### config.mk
export PLATFORM = sky130hd
export DESIGN_NAME = pmp_csr_file
export DESIGN_NICKNAME = d
export VERILOG_FILES = /design/src/rtl/pmp_csr_file.sv
export SDC_FILE = /design/constraint.sdc
export NUM_CORES = 2
export LEC_CHECK = 0
export CORE_ASPECT_RATIO = 1.25
export CORE_MARGIN = 2
export CORE_UTILIZATION = 35
export DETAILED_ROUTE_END_ITERATION = 12
export GPL_TIMING_DRIVEN = 0
export PLACE_DENSITY = 0.62
export SETUP_SLACK_MARGIN = 0.5
export SKIP_CTS_REPAIR_TIMING = 1
export SYNTH_ARGS = -nofsm -noshare
export SYNTH_HDL_FRONTEND = slang
export SYNTH_SLANG_ARGS = --single-unit
### constraint.sdc
create_clock -name clk -period 3.5 [get_ports clk]
set_input_delay 0.525 -clock clk [delete_from_list [all_inputs] [get_ports clk]]
set_output_delay 0.525 -clock clk [all_outputs]
set_load 0.005 [all_outputs]
### src/rtl/pmp_csr_file.sv
// PMP CSR file: 16 packed cfg bytes and 16 address registers behind an M-mode CSR port.
// Reads, write side effects and error pulses all appear one cycle after the request.
module pmp_csr_file #(
    parameter int DATA_W = 32
) (
    input  logic              clk,
    input  logic              rst_n,
    input  logic [1:0]        priv_mode,
    input  logic              csr_we,
    input  logic              csr_re,
    input  logic [11:0]       csr_addr,
    input  logic [DATA_W-1:0] csr_wdata,
    output logic [DATA_W-1:0] csr_rdata,
    output logic              csr_rvalid,
    output logic              csr_illegal,
    output logic              pmp_changed,
    output logic [DATA_W-1:0] pmpcfg0_data,
    output logic [DATA_W-1:0] pmpcfg1_data,
    output logic [DATA_W-1:0] pmpcfg2_data,
    output logic [DATA_W-1:0] pmpcfg3_data,
    output logic [DATA_W-1:0] pmpaddr0_data,
    output logic [DATA_W-1:0] pmpaddr1_data,
    output logic [DATA_W-1:0] pmpaddr2_data,
    output logic [DATA_W-1:0] pmpaddr3_data,
    output logic [DATA_W-1:0] pmpaddr4_data,
    output logic [DATA_W-1:0] pmpaddr5_data,
    output logic [DATA_W-1:0] pmpaddr6_data,
    output logic [DATA_W-1:0] pmpaddr7_data,
    output logic [DATA_W-1:0] pmpaddr8_data,
    output logic [DATA_W-1:0] pmpaddr9_data,
    output logic [DATA_W-1:0] pmpaddr10_data,
    output logic [DATA_W-1:0] pmpaddr11_data,
    output logic [DATA_W-1:0] pmpaddr12_data,
    output logic [DATA_W-1:0] pmpaddr13_data,
    output logic [DATA_W-1:0] pmpaddr14_data,
    output logic [DATA_W-1:0] pmpaddr15_data
);

    logic [15:0][7:0]        cfg_q, cfg_next;
    logic [15:0][DATA_W-1:0] addr_q, addr_next;
    logic                    is_cfg, is_addr, legal;
    logic [DATA_W-1:0]       rd_val;
    logic [3:0]              idx;

    // Bits [6:5] are hardwired zero; W=1,R=0 is reserved and collapses to no access.
    function automatic logic [7:0] cfg_sanitize(input logic [7:0] b);
        logic [7:0] s;
        s = b & 8'h9F;
        if (s[1:0] == 2'b10) s[1:0] = 2'b00;
        return s;
    endfunction

    function automatic logic addr_locked(input logic [3:0] i, input logic [15:0][7:0] cfg);
        logic [7:0] nxt;
        logic       lock;
        lock = cfg[i][7];
        nxt  = 8'h00;
        if (i != 4'd15) begin
            nxt  = cfg[i + 4'd1];
            lock = lock | (nxt[7] && nxt[4:3] == 2'b01);
        end
        return lock;
    endfunction

    assign is_cfg  = (csr_addr[11:2] == 10'b0011_1010_00);
    assign is_addr = (csr_addr[11:4] == 8'h3B);
    assign legal   = (is_cfg || is_addr) && (priv_mode == 2'b11);

    always_comb begin
        rd_val = addr_q[csr_addr[3:0]];
        if (is_cfg)
            rd_val = {cfg_q[{csr_addr[1:0], 2'd3}], cfg_q[{csr_addr[1:0], 2'd2}],
                      cfg_q[{csr_addr[1:0], 2'd1}], cfg_q[{csr_addr[1:0], 2'd0}]};
    end

    // Lock checks use pre-edge register values so one write cannot unlock itself.
    always_comb begin
        cfg_next  = cfg_q;
        addr_next = addr_q;
        idx       = 4'd0;
        if (csr_we && legal) begin
            if (is_cfg) begin
                for (int k = 0; k < 4; k++) begin
                    idx = {csr_addr[1:0], k[1:0]};
                    if (!cfg_q[idx][7]) cfg_next[idx] = cfg_sanitize(csr_wdata[8*k +: 8]);
                end
            end else if (!addr_locked(csr_addr[3:0], cfg_q)) begin
                addr_next[csr_addr[3:0]] = csr_wdata;
            end
        end
    end

    // Stage p1: register state, read data and status pulses.
    always_ff @(posedge clk or negedge rst_n) begin
        if (!rst_n) begin
            cfg_q       <= '0;
            addr_q      <= '0;
            csr_rdata   <= '0;
            csr_rvalid  <= 1'b0;
            csr_illegal <= 1'b0;
            pmp_changed <= 1'b0;
        end else begin
            cfg_q       <= cfg_next;
            addr_q      <= addr_next;
            csr_rdata   <= (csr_re && legal) ? rd_val : '0;
            csr_rvalid  <= csr_re && legal;
            csr_illegal <= (csr_we || csr_re) && !legal;
            pmp_changed <= (cfg_next != cfg_q) || (addr_next != addr_q);
        end
    end

    assign pmpcfg0_data   = cfg_q[3:0];
    assign pmpcfg1_data   = cfg_q[7:4];
    assign pmpcfg2_data   = cfg_q[11:8];
    assign pmpcfg3_data   = cfg_q[15:12];
    assign pmpaddr0_data  = addr_q[0];
    assign pmpaddr1_data  = addr_q[1];
    assign pmpaddr2_data  = addr_q[2];
    assign pmpaddr3_data  = addr_q[3];
    assign pmpaddr4_data  = addr_q[4];
    assign pmpaddr5_data  = addr_q[5];
    assign pmpaddr6_data  = addr_q[6];
    assign pmpaddr7_data  = addr_q[7];
    assign pmpaddr8_data  = addr_q[8];
    assign pmpaddr9_data  = addr_q[9];
    assign pmpaddr10_data = addr_q[10];
    assign pmpaddr11_data = addr_q[11];
    assign pmpaddr12_data = addr_q[12];
    assign pmpaddr13_data = addr_q[13];
    assign pmpaddr14_data = addr_q[14];
    assign pmpaddr15_data = addr_q[15];

endmodule

==> results of run 1 <==
[synthesized netlist by cell type (all sizes together), types with 17 or more instances]
master / instances
nand2: 706
dfrtp: 675
o21ai: 603
clkbuf: 334
mux4: 187
o22ai: 147
inv: 123
nand3: 98
xor2: 92
nor2: 80
buf: 74
a21oi: 70
nand4: 66
xnor2: 62
mux2: 61
nor3: 61
a22oi: 44
nor4: 44
a221oi: 38
o221ai: 37
and2: 36
a222oi: 33
o2bb2ai: 31
a22o: 30
or3: 25
or4: 25
a31oi: 22
a211oi: 18
nand2b: 18
nor2b: 18
o31ai: 18
and3: 17
o2111ai: 17
o211ai: 17
[per-layer routing]
layer	track usage [%]	overflow
met1	82.6	7
met2	98.3	846
met3	70.2	13
met4	81.1	501
met5	37.2	0
[logic make-up after synthesis]
| group | count (synthesis) | synth area share (%) |
|---|---|---|
| AND/OR/NAND/NOR | 1226 | 14.5 |
| AO/OA/AOI/OAI | 1284 | 21.0 |
| multiplexers | 253 | 12.6 |
| XOR/XNOR | 154 | 3.46 |
| flip-flops | 675 | 42.8 |
| adder cells (fa/ha/maj) | 4 | 0.127 |
| buffers and inverters | 536 | 5.42 |
[metrics by stage]
step | setup TNS, ns | util (%)
after detailed placement | -1912.34 | 44.0
after CTS | -1438.19 | 46.1
after floorplan | -72.78 | -
after global placement | - | 43.6
==> results.json, run 1 <==
{
  "status": "stopped before the end",
  "haltStage": "global routing (5_1_grt)",
  "firstError": "[ERROR GRT-0116] Global routing finished with congestion. Check the congestion regions in the DRC Viewer.",
  "synth_cells": 4132,
  "fp-row-count": 137,
  "grt_max_degree": 129,
  "syn_nets": 4186,
  "synth_cell_types": 93,
  "cts-htree-levels": 3,
  "gp_congestion": 1.25,
  "synth.ff_latch_count": 675,
  "dp_hpwl_mm": 324,
  "yosys_warnings": 0,
  "die_h_um": 379,
  "grt_pass1_vias": 59300,
  "placed_cells": 6319,
  "die_x_um": 304,
  "synth_area_leaders": "dfrtp_1, mux4_2, o21ai_0, nand2_1, clkbuf_1",
  "seq_area_frac_synth_pct": 42.8,
  "async_reset_ff_share_pct": 100,
  "post-place-ws_ns": -5.41,
  "grt_pass1_wl_mm": 659,
  "pin_count": 725,
  "clock_sinks": 675,
  "syn_area_um2": 39400,
  "synth_top_cell_area_share_pct": 42.8,
  "cts_buffers": 70,
  "start_util_pct": 35.3,
  "grt_overflow": 1367,
  "synth_edf_count": 0,
  "root_buffer": "clkbuf_16",
  "synth-main-ff-cell": "dfrtp_1",
  "placed_cell_area_um2": 49100,
  "synth_area_leader_cell": "dfrtp_1",
  "syn_area_per_cell_um2": 9.54,
  "track_usage_pct": 82.8,
  "io_buffers": 707,
  "clock_path_buffers": 3
}
==> inputs of run 2 (changes only) <==
==> config.mk (replaced) <==
export PLATFORM = sky130hd
export DESIGN_NAME = pmp_csr_file
export DESIGN_NICKNAME = d
export VERILOG_FILES = /design/src/rtl/pmp_csr_file.sv
export SDC_FILE = /design/constraint.sdc
export NUM_CORES = 2
export LEC_CHECK = 0
export CORE_MARGIN = 2
export CORE_UTILIZATION = 20
export DETAILED_ROUTE_END_ITERATION = 12
export GPL_TIMING_DRIVEN = 0
export PLACE_DENSITY_LB_ADDON = 0.15
export SKIP_CTS_REPAIR_TIMING = 1
export SYNTH_ARGS = -nofsm -noshare
export SYNTH_HDL_FRONTEND = slang
export SYNTH_SLANG_ARGS = --single-unit
==> results.json, run 2 <==
{
  "pwr-share-clk_pct": 44.4,
  "final.setup.worst_slack_ns": -1.94,
  "antenna_left": 0,
  "drive_above_1_share_pct": 20.8,
  "dp_hpwl_mm": 402,
  "fp-row-count": 162,
  "synth_edf_count": 0,
  "layout_worst_path_cycle_share_pct": 155,
  "r2r_start": "pmpaddr3_data[7]",
  "drv_cap": 4,
  "synth.ff_latch_count": 675,
  "powerDensity_nw_per_um2": 362,
  "fin_tns_setup_ns": -133.22,
  "track_usage_pct": 49.8,
  "cts-htree-levels": 3,
  "start_util_pct": 20.2,
  "startpoint": "csr_wdata[30]",
  "wirelength_mm": 516,
  "seqPwrFrac_pct": 37.8,
  "die_area_um2": 201000,
  "drc": 0,
  "synth_cell_types": 93,
  "max_freq_mhz": 184,
  "status": "finished, violations left",
  "p_int_mw": 13.8,
  "cp_data_required_time_ns": 4.16,
  "vias": 50400,
  "gp_congestion": 1.09,
  "final.min_clock_period_ns": 5.44,
  "die_h_um": 448,
  "wl_per_cell_um": 65.6,
  "maxSlewViolCount": 45,
  "crit_path_start_kind": "primary input",
  "grt_pass1_wl_mm": 617,
  "die_x_um": 448,
  "pin_count": 725,
  "seq_area_frac_synth_pct": 42.8,
  "final_area_um2": 57300,
  "worst_pin_slew_ns": 1.74,
  "critPathMostFrequentCell": "clkbuf_2",
  "firstDrtPassIters": 7,
  "synth_top_cell_area_share_pct": 42.8,
  "finalNonFillerCells": 7865,
  "clock_path_buffers": 3,
  "rsz0062_at_grt": "true",
  "placed_cell_area_um2": 51000,
  "max-vdd-ir-drop_v": 0.000334,
  "swShare_pct": 33.6,
  "syn_nets": 4186,
  "via_per_inst": 6.41,
  "num-nets-final": 5156,
  "io_buffers": 707,
  "worstHoldStart": "csr_we",
  "slowest_delay_ns": 1.55,
  "cts_tree": "done",
  "finalHoldViolCount": 0,
  "yosys_warnings": 0,
  "grt_pass1_vias": 45600,
  "clock_sinks": 675,
  "placed_cells": 7500,
  "grt_max_degree": 113,
  "syn_area_um2": 39400,
  "p_sw_mw": 6.98,
  "async_reset_ff_share_pct": 100,
  "antenna_found_initial": 110,
  "path_max_fanout": 10,
  "violations": "max-capacitance violations, max-slew violations, negative setup slack",
  "setup_viol": 524,
  "cp_top_family": "compound AO/OA/AOI/OAI gates",
  "hold_class": "in2reg",
  "synth-main-ff-cell": "dfrtp_1",
  "root_buffer": "clkbuf_16",
  "clk_latency_ns": 0.82,
  "drt_iter0_drc": 7698,
  "slew_headroom_pct": -16.2,
  "p_leak_nw": 22.2,
  "post-synth-top-count-cell": "nand2_1",
  "clk_pin_slew_ns": 0.06,
  "coreArea_um2": 195000,
  "synth_area_leaders": "dfrtp_1, mux4_2, o21ai_0, nand2_1, clkbuf_1",
  "synth_area_leader_cell": "dfrtp_1",
  "finalClockSkew_ns": 0.0510,
  "cp_data_arrival_time_ns": 6.10,
  "cp-end-kind": "flip-flop",
  "cp_slowest_cell": "a222oi_1",
  "path_cells": "clkbuf_2 > inv_1 > clkbuf_2 > a222oi_1 > o211ai_1 > a221o_1 > a2111oi_2 > buf_4 > nand4_1 > or4_4",
  "worst-path-buf-inv": 4,
  "layout_common_cells": "clkdlybuf4s50_1, nand2_1, dfrtp_1, o21ai_0, mux4_2",
  "syn_to_final_growth_pct": 45.4,
  "synth_commonest_cells": "nand2_1, dfrtp_1, o21ai_0",
  "synth_cells": 4132,
  "cts_buffers": 85,
  "combPwrFrac_pct": 17.7,
  "syn_area_per_cell_um2": 9.54,
  "layout_commonest_cell": "clkdlybuf4s50_1",
  "worstSetupPathType": "in2reg",
  "grt_overflow": 0
}
==> run 2: routing by layer <==
| layer | up-vias | share of wire, % | track usage, % |
|---|---|---|---|
| met3 | 1640 | 11 | 18.1 |
| met1 | 26600 | 37 | 57.8 |
| met4 | 32 | 11 | 42.2 |
| met2 | 4601 | 42 | 72.8 |
| li1 | 17500 | - | - |
| met5 | - | 0.045 | 0 |
==> run 2: area by class of cell <==
class                   count  area [um2]
fillers                 20800      138000
multi-input cells        2923       21500
flip-flops and latches    675       16900
repair buffers            887        9200
well taps                2624        3280
plain buffers             402        2790
clock buffers             125        2450
inverters                 128         557
clock inverters            30         407
diodes                     71         178
==> run 2: kinds of logic after synthesis <==
family                   count (synthesis)  synth area share (%)
multiplexers                           253                  12.6
XOR/XNOR                               154                  3.46
AND/OR/NAND/NOR                       1226                  14.5
adder cells (fa/ha/maj)                  4                 0.127
buffers and inverters                  536                  5.42
flip-flops                             675                  42.8
AO/OA/AOI/OAI                         1284                  21.0
==> run 2: final timing paths <==
path                       depth (start not counted)           endpoint  slack [ns]
min reg2reg                                        1   pmpcfg0_data[14]        0.55
min                                                3        csr_illegal        0.23
max in group asynchronous                          6   pmpcfg1_data[15]        0.46
max                                               10        pmp_changed       -1.94
min in group asynchronous                          2  pmpaddr8_data[27]        0.28
max reg2reg                                       11        pmp_changed       -1.64
==> run 2: metrics by stage <==
| stage | util [%] | hold slack, ns | total power, mW | setup WS [ns] |
|---|---|---|---|---|
| after CTS | 27.6 | -0.308 | 20.1 | -4.59 |
| after global routing | 29.3 | 0.263 | 20.9 | -1.44 |
| after global placement | 25.7 | 0.538 | 10.9 | -31.00 |
| after floorplan | - | 0.229 | 8.90 | -0.664 |
| final | 29.3 | 0.232 | 20.7 | -1.94 |
| after detailed placement | 26.1 | 0.530 | 11.0 | -5.43 |
==> run 2: worst reg2reg max path: stages (launching register included) <==
cell and delay, ns:
dfrtp_2 0.48, xnor2_4 0.43, nand4_1 0.68, nor4_2 0.43
buf_4 0.26, o22ai_2 0.10, nor3_2 0.31, o2111ai_2 0.20
or4_4 0.58, nor4_4 0.34, nand4_1 0.48, or4_4 0.72
==> run 2: power groups by stage <==
stage | clock network (mW) | logic [mW] | registers [mW]
after floorplan | 0 | 0.934 | 7.96
after global placement | 0 | 2.91 | 8.01
after detailed placement | 0 | 2.97 | 7.98
after CTS | 9.28 | 2.98 | 7.84
after global routing | 9.59 | 3.51 | 7.84
final | 9.22 | 3.68 | 7.85
Note: power is estimated with default switching activity, not from simulation.
